==> config.mk <==
export PLATFORM = sky130hd
export DESIGN_NAME = exp_golomb_parser
export DESIGN_NICKNAME = d
export VERILOG_FILES = /design/src/rtl/exp_golomb_pkg.sv /design/src/rtl/exp_golomb_bitbuf.sv /design/src/rtl/exp_golomb_parser.sv
export SDC_FILE = /design/constraint.sdc
export NUM_CORES = 1
export LEC_CHECK = 0
export ABC_AREA = 1
export BUFFER_PORTS_ARGS = -buffer_cell sky130_fd_sc_hd__buf_4
export CAP_MARGIN = 10
export CORE_UTILIZATION = 40
export CTS_CLUSTER_DIAMETER = 60
export DETAILED_ROUTE_END_ITERATION = 6
export GPL_TIMING_DRIVEN = 0
export SYNTH_ARGS = -nofsm -noshare
export SYNTH_HDL_FRONTEND = slang
export SYNTH_SLANG_ARGS = --single-unit
==> constraint.sdc <==
create_clock -name clk -period 16.95 [get_ports clk]
set_clock_uncertainty 0.15 [all_clocks]
set_input_delay 1.695 -clock clk [delete_from_list [all_inputs] [get_ports clk]]
set_output_delay 1.695 -clock clk [all_outputs]
set_load 0.03 [all_outputs]
==> src/rtl/exp_golomb_pkg.sv <==
// Purpose : shared types and lookup tables for the Exp-Golomb syntax-element parser.
// Latency : n/a (types, constants and pure functions only).
// Backpr. : n/a.
// Contents: request mode encodings, parser FSM state type and the me(v)
//           codeNum -> coded_block_pattern tables (ChromaArrayType 1 or 2).
package exp_golomb_pkg;

  // Request modes; encodings 5..7 are reserved and decode as malformed.
  typedef enum logic [2:0] {
    MODE_UE = 3'd0,
    MODE_SE = 3'd1,
    MODE_TE = 3'd2,
    MODE_ME = 3'd3,
    MODE_UN = 3'd4
  } eg_mode_e;

  typedef enum logic [1:0] {
    ST_IDLE = 2'd0,
    ST_WAIT = 2'd1,
    ST_OUT  = 2'd2
  } eg_state_e;

  localparam int ME_MAX_CODE = 47;
  localparam int LEN_W       = 6;

  // codeNum -> coded_block_pattern for Intra_4x4 / Intra_8x8 macroblocks.
  // Result is {chroma[1:0], luma[3:0]}.
  function automatic logic [5:0] me_cbp_intra(input logic [5:0] code);
    logic [5:0] cbp;
    case (code)
      6'd0:  cbp = 6'd47;  6'd1:  cbp = 6'd31;  6'd2:  cbp = 6'd15;  6'd3:  cbp = 6'd0;
      6'd4:  cbp = 6'd23;  6'd5:  cbp = 6'd27;  6'd6:  cbp = 6'd29;  6'd7:  cbp = 6'd30;
      6'd8:  cbp = 6'd7;   6'd9:  cbp = 6'd11;  6'd10: cbp = 6'd13;  6'd11: cbp = 6'd14;
      6'd12: cbp = 6'd39;  6'd13: cbp = 6'd43;  6'd14: cbp = 6'd45;  6'd15: cbp = 6'd46;
      6'd16: cbp = 6'd16;  6'd17: cbp = 6'd3;   6'd18: cbp = 6'd5;   6'd19: cbp = 6'd10;
      6'd20: cbp = 6'd12;  6'd21: cbp = 6'd19;  6'd22: cbp = 6'd21;  6'd23: cbp = 6'd26;
      6'd24: cbp = 6'd28;  6'd25: cbp = 6'd35;  6'd26: cbp = 6'd37;  6'd27: cbp = 6'd42;
      6'd28: cbp = 6'd44;  6'd29: cbp = 6'd1;   6'd30: cbp = 6'd2;   6'd31: cbp = 6'd4;
      6'd32: cbp = 6'd8;   6'd33: cbp = 6'd17;  6'd34: cbp = 6'd18;  6'd35: cbp = 6'd20;
      6'd36: cbp = 6'd24;  6'd37: cbp = 6'd6;   6'd38: cbp = 6'd9;   6'd39: cbp = 6'd22;
      6'd40: cbp = 6'd25;  6'd41: cbp = 6'd32;  6'd42: cbp = 6'd33;  6'd43: cbp = 6'd34;
      6'd44: cbp = 6'd36;  6'd45: cbp = 6'd40;  6'd46: cbp = 6'd38;  6'd47: cbp = 6'd41;
      default: cbp = 6'd0;
    endcase
    return cbp;
  endfunction

  // codeNum -> coded_block_pattern for Inter macroblocks.
  function automatic logic [5:0] me_cbp_inter(input logic [5:0] code);
    logic [5:0] cbp;
    case (code)
      6'd0:  cbp = 6'd0;   6'd1:  cbp = 6'd16;  6'd2:  cbp = 6'd1;   6'd3:  cbp = 6'd2;
      6'd4:  cbp = 6'd4;   6'd5:  cbp = 6'd8;   6'd6:  cbp = 6'd32;  6'd7:  cbp = 6'd3;
      6'd8:  cbp = 6'd5;   6'd9:  cbp = 6'd10;  6'd10: cbp = 6'd12;  6'd11: cbp = 6'd15;
      6'd12: cbp = 6'd47;  6'd13: cbp = 6'd7;   6'd14: cbp = 6'd11;  6'd15: cbp = 6'd13;
      6'd16: cbp = 6'd14;  6'd17: cbp = 6'd6;   6'd18: cbp = 6'd9;   6'd19: cbp = 6'd31;
      6'd20: cbp = 6'd35;  6'd21: cbp = 6'd37;  6'd22: cbp = 6'd42;  6'd23: cbp = 6'd44;
      6'd24: cbp = 6'd33;  6'd25: cbp = 6'd34;  6'd26: cbp = 6'd36;  6'd27: cbp = 6'd40;
      6'd28: cbp = 6'd39;  6'd29: cbp = 6'd43;  6'd30: cbp = 6'd45;  6'd31: cbp = 6'd46;
      6'd32: cbp = 6'd17;  6'd33: cbp = 6'd18;  6'd34: cbp = 6'd20;  6'd35: cbp = 6'd24;
      6'd36: cbp = 6'd19;  6'd37: cbp = 6'd21;  6'd38: cbp = 6'd26;  6'd39: cbp = 6'd28;
      6'd40: cbp = 6'd23;  6'd41: cbp = 6'd27;  6'd42: cbp = 6'd29;  6'd43: cbp = 6'd30;
      6'd44: cbp = 6'd22;  6'd45: cbp = 6'd25;  6'd46: cbp = 6'd38;  6'd47: cbp = 6'd41;
      default: cbp = 6'd0;
    endcase
    return cbp;
  endfunction

endpackage

==> src/rtl/exp_golomb_bitbuf.sv <==
// Purpose : MSB-aligned bit buffer of 2*WORD_W bits; words append below the
//           bits already held, consumption shifts the head out.
// Latency : an appended word is visible on peek the cycle after acceptance.
// Backpr. : in_ready drops while more than WORD_W bits are held.
// Ports   : in_data/in_valid/in_ready word input; cons_en/cons_len drop bits
//           from the head; peek = oldest WORD_W bits; cnt = bits held.
module exp_golomb_bitbuf
  import exp_golomb_pkg::*;
#(
  parameter int WORD_W = 32,
  parameter int CNT_W  = $clog2(2*WORD_W+1)
) (
  input  logic              clk,
  input  logic              rst,
  input  logic [WORD_W-1:0] in_data,
  input  logic              in_valid,
  output logic              in_ready,
  input  logic              cons_en,
  input  logic [LEN_W-1:0]  cons_len,
  output logic [WORD_W-1:0] peek,
  output logic [CNT_W-1:0]  cnt
);

  localparam int BUF_W = 2*WORD_W;

  logic [BUF_W-1:0] bits_q, bits_d;
  logic [CNT_W-1:0] cnt_q, cnt_d;
  logic [CNT_W-1:0] cons_amt, cnt_left;
  logic             accept;

  assign in_ready = (cnt_q <= CNT_W'(WORD_W));
  assign accept   = in_valid && in_ready;

  // Consume first, then place the new word directly after the surviving
  // bits. Bits below the valid region are always zero, so OR is safe.
  always_comb begin
    cons_amt = cons_en ? CNT_W'(cons_len) : '0;
    cnt_left = cnt_q - cons_amt;
    bits_d   = bits_q << cons_amt;
    cnt_d    = cnt_left;
    if (accept) begin
      bits_d = bits_d | ({in_data, {WORD_W{1'b0}}} >> cnt_left);
      cnt_d  = cnt_left + CNT_W'(WORD_W);
    end
  end

  always_ff @(posedge clk) begin
    if (rst) begin
      bits_q <= '0;
      cnt_q  <= '0;
    end else begin
      bits_q <= bits_d;
      cnt_q  <= cnt_d;
    end
  end

  assign peek = bits_q[BUF_W-1 -: WORD_W];
  assign cnt  = cnt_q;

endmodule

==> src/rtl/exp_golomb_parser.sv <==
// Purpose : decodes one ue/se/te/me/u(n) syntax element per request from an
//           MSB-first bitstream held in exp_golomb_bitbuf.
// Latency : 2 cycles request-to-result when enough bits are already buffered.
// Backpr. : result held in OUT until res_ready; words accepted in every state.
// Ports   : in_* word stream; req_* decode request (mode, n, te max, me table);
//           res_* registered result with bits consumed and error flag;
//           bit_pos = running count of consumed bits (wraps at 2^32).
module exp_golomb_parser
  import exp_golomb_pkg::*;
#(
  parameter int WORD_W = 32,
  parameter int MAX_LZ = 15
) (
  input  logic                 clk,
  input  logic                 rst,
  input  logic [WORD_W-1:0]    in_data,
  input  logic                 in_valid,
  output logic                 in_ready,
  input  logic                 req_valid,
  output logic                 req_ready,
  input  logic [2:0]           req_mode,
  input  logic [4:0]           req_nbits,
  input  logic [2:0]           req_te_max,
  input  logic                 req_intra,
  output logic                 res_valid,
  input  logic                 res_ready,
  output logic [MAX_LZ+1:0]    res_value,
  output logic [3:0]           res_cbp_luma,
  output logic [1:0]           res_cbp_chroma,
  output logic [LEN_W-1:0]     res_len,
  output logic                 res_err,
  output logic [31:0]          bit_pos
);

  localparam int VAL_W = MAX_LZ + 2;
  localparam int WIN   = 2*MAX_LZ + 1;
  localparam int CNT_W = $clog2(2*WORD_W+1);
  localparam int U_MAX = (WORD_W < VAL_W) ? WORD_W : VAL_W;

  if (2*MAX_LZ+1 > WORD_W) begin : g_param_check
    $error("exp_golomb_parser: 2*MAX_LZ+1 must not exceed WORD_W");
  end

  // ---------------------------------------------------------------- buffer
  logic [WORD_W-1:0] peek;
  logic [CNT_W-1:0]  cnt;
  logic              cons_en;
  logic [LEN_W-1:0]  dec_len;

  exp_golomb_bitbuf #(
    .WORD_W (WORD_W),
    .CNT_W  (CNT_W)
  ) u_bitbuf (
    .clk      (clk),
    .rst      (rst),
    .in_data  (in_data),
    .in_valid (in_valid),
    .in_ready (in_ready),
    .cons_en  (cons_en),
    .cons_len (dec_len),
    .peek     (peek),
    .cnt      (cnt)
  );

  // ------------------------------------------------------- latched request
  eg_state_e  state_q;
  logic [2:0] mode_q;
  logic [4:0] nbits_q;
  logic [2:0] te_max_q;
  logic       intra_q;

  // ---------------------------------------------------------------- decode
  logic [WIN-1:0]   win;
  logic [5:0]       lz, lz_c;
  logic             lz_ok;
  logic [WIN-1:0]   sh, sfx_mask;
  logic [VAL_W-1:0] code, se_val;
  logic [LEN_W-1:0] ue_len;
  logic             te_bit;
  logic [5:0]       cbp;
  logic             nbits_ok;
  logic [VAL_W-1:0] dec_val;
  logic [3:0]       dec_luma;
  logic [1:0]       dec_chroma;
  logic             dec_err;
  logic [CNT_W-1:0] need;
  logic             have_bits;

  assign win      = peek[WORD_W-1 -: WIN];
  assign nbits_ok = (nbits_q != 5'd0) && (32'(nbits_q) <= U_MAX);

  always_comb begin
    // Leading-zero count over the first MAX_LZ+1 bits; MAX_LZ+1 means the
    // prefix is too long to be a legal code in this configuration.
    lz = 6'(MAX_LZ + 1);
    for (int i = MAX_LZ; i >= 0; i--) begin
      if (win[WIN-1-i]) lz = 6'(i);
    end
    lz_ok = (lz <= 6'(MAX_LZ));
    lz_c  = lz_ok ? lz : 6'd0;

    // Right-align the whole 2*lz+1 code, then keep its lz-bit suffix.
    sh       = win >> (WIN - 1 - 2*lz_c);
    sfx_mask = ~({WIN{1'b1}} << lz_c);
    code     = (VAL_W'(1) << lz_c) - VAL_W'(1) + VAL_W'(sh & sfx_mask);
    ue_len   = LEN_W'(2*lz_c + 1);

    if (code[0]) se_val = (code + VAL_W'(1)) >> 1;
    else         se_val = VAL_W'(0) - (code >> 1);

    te_bit = ~win[WIN-1];
    cbp    = intra_q ? me_cbp_intra(6'(code)) : me_cbp_inter(6'(code));

    dec_val    = '0;
    dec_len    = '0;
    dec_luma   = '0;
    dec_chroma = '0;
    dec_err    = 1'b0;
    case (mode_q)
      MODE_UE: begin
        if (lz_ok) begin
          dec_val = code;
          dec_len = ue_len;
        end else dec_err = 1'b1;
      end
      MODE_SE: begin
        if (lz_ok) begin
          dec_val = se_val;
          dec_len = ue_len;
        end else dec_err = 1'b1;
      end
      MODE_TE: begin
        if (te_max_q > 3'd1) begin
          if (lz_ok) begin
            dec_val = code;
            dec_len = ue_len;
          end else dec_err = 1'b1;
        end else begin
          dec_val = VAL_W'(te_bit);
          dec_len = LEN_W'(1);
        end
      end
      MODE_ME: begin
        if (lz_ok && (32'(code) <= ME_MAX_CODE)) begin
          dec_val    = code;
          dec_len    = ue_len;
          dec_luma   = cbp[3:0];
          dec_chroma = cbp[5:4];
        end else dec_err = 1'b1;
      end
      MODE_UN: begin
        if (nbits_ok) begin
          dec_val = VAL_W'(peek >> (WORD_W - 32'(nbits_q)));
          dec_len = LEN_W'(nbits_q);
        end else dec_err = 1'b1;
      end
      default: dec_err = 1'b1;
    endcase
  end

  // Bits that must be buffered before the decode above is trustworthy.
  // A malformed u(n) request needs none; it resolves to an error at once.
  always_comb begin
    case (mode_q)
      MODE_UN: need = nbits_ok ? CNT_W'(nbits_q) : '0;
      MODE_TE: need = (te_max_q <= 3'd1) ? CNT_W'(1) : CNT_W'(WIN);
      default: need = CNT_W'(WIN);
    endcase
  end

  assign have_bits = (cnt >= need);
  assign cons_en   = (state_q == ST_WAIT) && have_bits;
  assign req_ready = (state_q == ST_IDLE);

  // ------------------------------------------------------------------ FSM
  logic [VAL_W-1:0] res_value_q;
  logic [3:0]       res_luma_q;
  logic [1:0]       res_chroma_q;
  logic [LEN_W-1:0] res_len_q;
  logic             res_err_q;
  logic             res_valid_q;
  logic [31:0]      bit_pos_q;

  always_ff @(posedge clk) begin
    if (rst) begin
      state_q      <= ST_IDLE;
      mode_q       <= '0;
      nbits_q      <= '0;
      te_max_q     <= '0;
      intra_q      <= 1'b0;
      res_value_q  <= '0;
      res_luma_q   <= '0;
      res_chroma_q <= '0;
      res_len_q    <= '0;
      res_err_q    <= 1'b0;
      res_valid_q  <= 1'b0;
      bit_pos_q    <= '0;
    end else begin
      case (state_q)
        ST_IDLE: begin
          if (req_valid) begin
            mode_q   <= req_mode;
            nbits_q  <= req_nbits;
            te_max_q <= req_te_max;
            intra_q  <= req_intra;
            state_q  <= ST_WAIT;
          end
        end
        ST_WAIT: begin
          if (have_bits) begin
            res_value_q  <= dec_val;
            res_luma_q   <= dec_luma;
            res_chroma_q <= dec_chroma;
            res_len_q    <= dec_len;
            res_err_q    <= dec_err;
            res_valid_q  <= 1'b1;
            bit_pos_q    <= bit_pos_q + 32'(dec_len);
            state_q      <= ST_OUT;
          end
        end
        ST_OUT: begin
          if (res_ready) begin
            res_valid_q <= 1'b0;
            state_q     <= ST_IDLE;
          end
        end
        default: state_q <= ST_IDLE;
      endcase
    end
  end

  assign res_valid      = res_valid_q;
  assign res_value      = res_value_q;
  assign res_cbp_luma   = res_luma_q;
  assign res_cbp_chroma = res_chroma_q;
  assign res_len        = res_len_q;
  assign res_err        = res_err_q;
  assign bit_pos        = bit_pos_q;

endmodule
* Word-level counts from Yosys, hierarchy flattened
Memories as Yosys holds them, arrays and structs flattened. Index checks and enable logic that the tools add are counted.
Storage, ports and cells: output and inout port bits 65, ROM bits 768, register bits after elaboration 148, memories 2
Operators by class: eq/ne operators 9, add/subtract/negate cells 10, bitwise logic cells 4, order comparisons 7, shift operators 6, muxes and demuxes 52, reductions and logical operators 13
Memory list:
- (no name shown) | words 64, bits a word 6, rd ports 1, clocked after memory_dff 0, wr ports 0, line exp_golomb_pkg.sv:30 | case (code)
- (no name shown) | words 64, bits a word 6, rd ports 1, clocked after memory_dff 0, wr ports 0, line exp_golomb_pkg.sv:51 | case (code)
Operators by type and width (number):
- $mux 6 | 19
- $mux 17 | 6
- $pmux 17 s5 | 1
- $mux 64 | 1
- $or 64x64->64 | 1
- $shl 64x7->64 | 1
- $shr 64x7->64 | 1
- $add 32x6->32 | 1
- $shr 31x32->17 | 1
- $shr 32x32->17 | 1
- $shl 31x6->17 const A | 1
- $mux 5 | 6
- $pmux 6 s4 | 1
- $add 17x1->17 const B | 1
- $add 17x17->17 | 1
- $and 17x17->17 | 1
- $le 17x6->1 const B | 1
- $not 17->17 | 1
- $shl 1x6->17 const A | 1
- $sub 1x16->17 const A | 1
- $sub 17x1->17 const B | 1
- $mux 2 | 5
- $pmux 5 s2 | 1
- $mux 4 | 2
- other kinds (31) | 44

* Longest topological paths before layout
depth after elaboration 31, mapped depth 68, mapped depth without buffers 65

* Cells and area by module
A second synthesis with hierarchy kept.
Second synthesis, totals: cells, all modules 3378, area total of the unflattened synthesis 18487.7 um2
Modules (own cells, without submodules):
- exp_golomb_bitbuf | area an instance 9470.3 um2, cells each 1811, times used 1
- exp_golomb_parser | area an instance 9017.4 um2, cells each 1567, times used 1

* Worst setup path after synthesis
OpenSTA, ideal clock, no wires.
path type flip-flop to flip-flop, start register u_bitbuf.bits_q[49], end register bit_pos_q[28], in the netlist bit_pos[28], data arrival time 7.737 ns, stages on the path, launching flop included 63, slack 8.949 ns, buffers on the path 3, setup time 0.113 ns, path through dfxtp_1 > inv_2 > nand2_1 > nand2_1 > nand2_1 > nand2_1 > nand2_1 > nand2_1 > nand2_1 > nand2_1 > nand2_1 > nand2_1 > nand2_1 > nand2_4 > nand2_4 > buf_4 > clkbuf_1 > nand2_1 > [27 not listed] > o211ai_1 > nand2_1 > nor2_1 > nand3_1 > nor2_1 > nand2_1 > nor2_1 > inv_1 > nor2_1 > nand4_1 > nor2_1 > inv_1 > nor2_1 > nand3_1 > nor3_1 > nand2_1 > nand2_1 > nor2_1
On the way: cells in the longest elaborated chain, start to end 26, elaborated cells on any way between the ends 33
RTL lines:
- from (decl) | line exp_golomb_bitbuf.sv:26 | logic [BUF_W-1:0] bits_q, bits_d;
- from (signal assigned) | line exp_golomb_bitbuf.sv:52 | bits_q <= bits_d;
- $mux 5 (2 in series) | line exp_golomb_parser.sv:97 | if (win[WIN-1-i]) lz = 6'(i);
- $mux 6 (13 in series) | line exp_golomb_parser.sv:97
- $le 6x4->1 | line exp_golomb_parser.sv:99 | lz_ok = (lz <= 6'(MAX_LZ));
- $mux 6 | line exp_golomb_parser.sv:100 | lz_c = lz_ok ? lz : 6'd0;
- $sub 5x7->8 / $shl 31x6->17 (equally long branches) | line exp_golomb_parser.sv:103, exp_golomb_parser.sv:104
- $shr 31x32->17 / $not 17->17 (equally long branches) | line exp_golomb_parser.sv:103, exp_golomb_parser.sv:104
- $and 17x17->17 | line exp_golomb_parser.sv:105 | code = (VAL_W'(1) << lz_c) - VAL_W'(1) + VAL_W'(sh & sfx_mask);
- $add 17x17->17 | line exp_golomb_parser.sv:105
- $le 17x6->1 | line exp_golomb_parser.sv:144 | if (lz_ok && (32'(code) <= ME_MAX_CODE)) begin
- $logic_and 1x1->1 | line exp_golomb_parser.sv:144
- $mux 6 | line exp_golomb_parser.sv:144
- $pmux 6 s4 (*) | line exp_golomb_parser.sv:119 | case (mode_q)
- via dec_len[0] | line exp_golomb_parser.sv:48 | logic [LEN_W-1:0] dec_len;
- $add 32x6->32 (*) | line exp_golomb_parser.sv:217 | bit_pos_q <= bit_pos_q + 32'(dec_len);
- to (signal assigned) | line exp_golomb_parser.sv:217
- to (decl) | line exp_golomb_parser.sv:182 | logic [31:0] bit_pos_q;
Mark *: on every way through the listed nets, which the timed path passes. The rest lies on a longest branch. A chain may end at the register's enable or synchronous reset.

* Final worst setup path
start register u_bitbuf.bits_q[49], end register u_bitbuf.bits_q[37]
On the way: cells in the longest elaborated chain, start to end 30, elaborated cells on any way between the ends 38
RTL lines:
- $mux 5 (2 in series) | line exp_golomb_parser.sv:97
- $mux 6 (13 in series) | line exp_golomb_parser.sv:97
- $le 6x4->1 | line exp_golomb_parser.sv:99
- $mux 6 | line exp_golomb_parser.sv:100
- $sub 5x7->8 / $shl 31x6->17 (equally long branches) | line exp_golomb_parser.sv:103, exp_golomb_parser.sv:104
- $shr 31x32->17 / $not 17->17 (equally long branches) | line exp_golomb_parser.sv:103, exp_golomb_parser.sv:104
- $and 17x17->17 | line exp_golomb_parser.sv:105
- $add 17x17->17 | line exp_golomb_parser.sv:105
- [2 not listed]
- $mux 6 | line exp_golomb_parser.sv:144
- $pmux 6 s4 (*) | line exp_golomb_parser.sv:119
- via dec_len[3] | line exp_golomb_parser.sv:48
- $mux 6 (*) | line exp_golomb_bitbuf.sv:37 | cons_amt = cons_en ? CNT_W'(cons_len) : '0;
- $sub 7x7->7 | line exp_golomb_bitbuf.sv:38 | cnt_left = cnt_q - cons_amt;
- $shr 64x7->64 | line exp_golomb_bitbuf.sv:42 | bits_d = bits_d | ({in_data, {WORD_W{1'b0}}} >> cnt_left);
- $or 64x64->64 | line exp_golomb_bitbuf.sv:42
- $mux 64 (*) | line exp_golomb_bitbuf.sv:41 | if (accept) begin
Marked as above.

==> results.cfg <==
[sta]
maxClockFrequency_mhz = 92.49
timing_worst_slew_pin_value_ps = 916.7
setup_viol = 0
final-max-slew-violation-count = 0
hold_violations = 0
timing.max_slew.rel_slack_pct = 38.89
grt_setup_unrepaired = false
layout_min_cycle_time_ps = 10810
finalCritPeriodShare_pct = 63.79
fin_setup_tns_ps = 0

[clock_network]
cts_htree_levels = 4
cts_hold_repair.buffers = 0
clk_latency_ps = 490
tritoncts_num_sinks = 147
post_cts.resized_instances = 0
cts_setup_buffers = 0
clock_tree_from_tritoncts = built
cts-buffers-inserted = 17
cts_root_buf = clkbuf_16
clkTransAtPathRegs_ps = 70
clock_tree.buffer_depth = 2

[yosys]
ys.warnings.count = 0
syn_area_um2 = 17160
synth_top_flop_cell = dfxtp_1
synth_edf_count = 0
synth.distinct_cells = 72
synth_area_per_cell_um2 = 5.621
synthCells = 3053
yosys_top_cell_by_area = nand2_1
yosys.area.top_type_share_pct = 19.21
seq_area_frac_synth_pct = 17.15
postSynthNetCount = 3164
synth_area_leaders = nand2_1, dfxtp_1, nand3_1
synth-seq-cells = 147
asyncSetResetFlopFracSynth_pct = 0

[worst_setup_path]
critical_path_required_ps = 17220
worst-path-max-fanout = 10
crit_top_cell = nand2_1
startpoint_type = register
critPathCaptureType = register
cpPeakStageDelay_ps = 600
arrival_time_reported_for_the_critical_path_endpoint_ps = 11080
crit_slowest_cell = nor2_1
critPathKind = register to register

[floorplan]
chipHeight_um = 209.1
die_area_um2 = 43730
die_x_um = 209.1
core_um2 = 42130
standard_cell_row_count = 75
initial_core_util_pct = 40.73
boundaryPins = 114

[grt]
number_of_global_route_vias_before_repair = 20453
grt_antenna_before_repair = 1
groute.usage.overall_pct = 37.39
grt_max_degree = 17
grt_first_pass_wirelength_um = 124200
globalRoute.totalOverflow = 0

[routing]
vias_per_cell = 5.912
routed_wirelength_um = 83040
drc = 4
via_count = 22089
drtAntennaViolNets = 0
route.detailed.wl_per_inst_um = 22.23
drtIter0Drc = 2498
firstDrtPassIters = 7

[placed_design]
gp_congestion = 1.037
place.port_buffers = 111
dp_hpwl_um = 67260

[job]
maxCapViolations = 0

[worst_hold_path]
min_path_type = register to register

[finish]
post_route_cells_drive_above_1_share_pct = 8.667
final_net_count = 3294
area_growth_from_synthesis_to_layout_pct = 12.08

[run_status]
outcome = finished, violations left
violations_in_the_final_reports = DRC
sequential cells by signal, indices dropped and copies added, names as in the netlist:
signal and flops:
bit_pos 32, u_bitbuf.cnt 7, res_len 6, res_cbp_luma 4
res_valid 1, te_max_q 2, nbits_q 5, intra_q 1
res_cbp_chroma 2, res_value 17, mode_q 3, state_q 2
u_bitbuf.bits_q 64, res_err 1
area by class of cell:
class | instances | area, µm²
plain buffers | 174 | 837.1
repair buffers | 111 | 833.3
flip-flops and latches | 147 | 2943
diodes | 1 | 2.502
multi-input cells | 2392 | 12100
clock buffers | 19 | 442.9
clock inverters | 13 | 120.1
well taps | 539 | 674.4
fillers | 4720 | 22900
inverters | 340 | 1280
routing by layer:
layer / track usage [%] / up-vias / wire, µm
li1: - / 10403 / -
met1: 46.28 / 10340 / 33580
met2: 62.23 / 1126 / 38410
met3: 6.177 / 220 / 6595
met4: 19.40 / 0 / 4456
met5: 0 / - / 0
per-stage QoR:
stage               cell area, µm²  util, %  worst slack (ps)  std cells  hold slack [ps]
floorplan                    17160        -              8949       3053            305.7
global placement             18670    44.31              6358       3703            287.9
detailed placement           18670    44.31              6504       3703            295.4
CTS                          19230    45.64              6429       3735            307.9
global route                 19230    45.65              5314       3736            331.4
finish                       19230    45.65              6138       3736            311.3
final timing paths:
kind,cells past startpoint,to,slack [ps],start
worst max register to register,57,u_bitbuf.bits_q[37],6140,u_bitbuf.bits_q[49]
worst min-delay path,2,res_len[5],310,res_len[5]
worst min register to register,2,res_len[5],310,res_len[5]
worst max-delay path,57,u_bitbuf.bits_q[37],6140,u_bitbuf.bits_q[49]
logic make-up after synthesis:
group,Yosys count,synth area share [%]
flops,147,17.15
simple gates,1677,42.07
buf+inv,514,12.34
xor+xnor,22,1.364
compound gates,560,18.36
other cells,2,0.04376
mux,69,4.025
fa+ha+maj,62,4.652
placed cells by master (no fill, tap or decap), types with 5 or more instances in the layout:
cell type / n
nand3_1: 503
dfxtp_1: 147
o31ai_1: 6
o22ai_1: 23
a22oi_1: 6
buf_4: 129
a31oi_1: 10
clkinv_1: 10
o221ai_1: 10
or2_2: 9
buf_1: 10
nand2_2: 10
nor3_1: 31
o21ai_0: 283
a21oi_1: 148
inv_1: 306
nand2_1: 878
a32oi_1: 7
a221oi_1: 6
nor2_1: 203
o211ai_1: 22
mux2i_1: 69
buf_2: 41
xor2_1: 14
inv_6: 5
nand4_1: 15
clkbuf_1: 97
buf_6: 8
o21a_1: 5
clkbuf_16: 17
a211oi_1: 8
nand2_4: 5
ha_1: 59
inv_2: 22
critical path: cells and delay by family, from the launching register on:
kind                     cells  cell delay, ps
AO/OA/AOI/OAI                7            1190
XOR/XNOR                     1             160
adder cells (fa/ha/maj)      4            1440
buffers and inverters       12            2440
flip-flops                   1             540
AND/OR/NAND/NOR             33            4820
cell usage after synthesis, drive strengths merged, types with 7 or more instances:
cell    count
o221ai     10
mux2i      69
o211ai     23
nor3       32
ha         59
nand3     507
nor2      207
clkbuf     96
dfxtp     147
nand2     893
a21oi     148
o21ai     286
buf        77
o22ai      24
a211oi      8
nand4      15
xnor2       7
xor2       15
inv       329
a32oi       7
clkinv     11
a31oi      10
or2        11
Power is left out: the tool's default activity adds up to more than one toggle a clock period on the data nets, which glitch-free logic cannot reach.
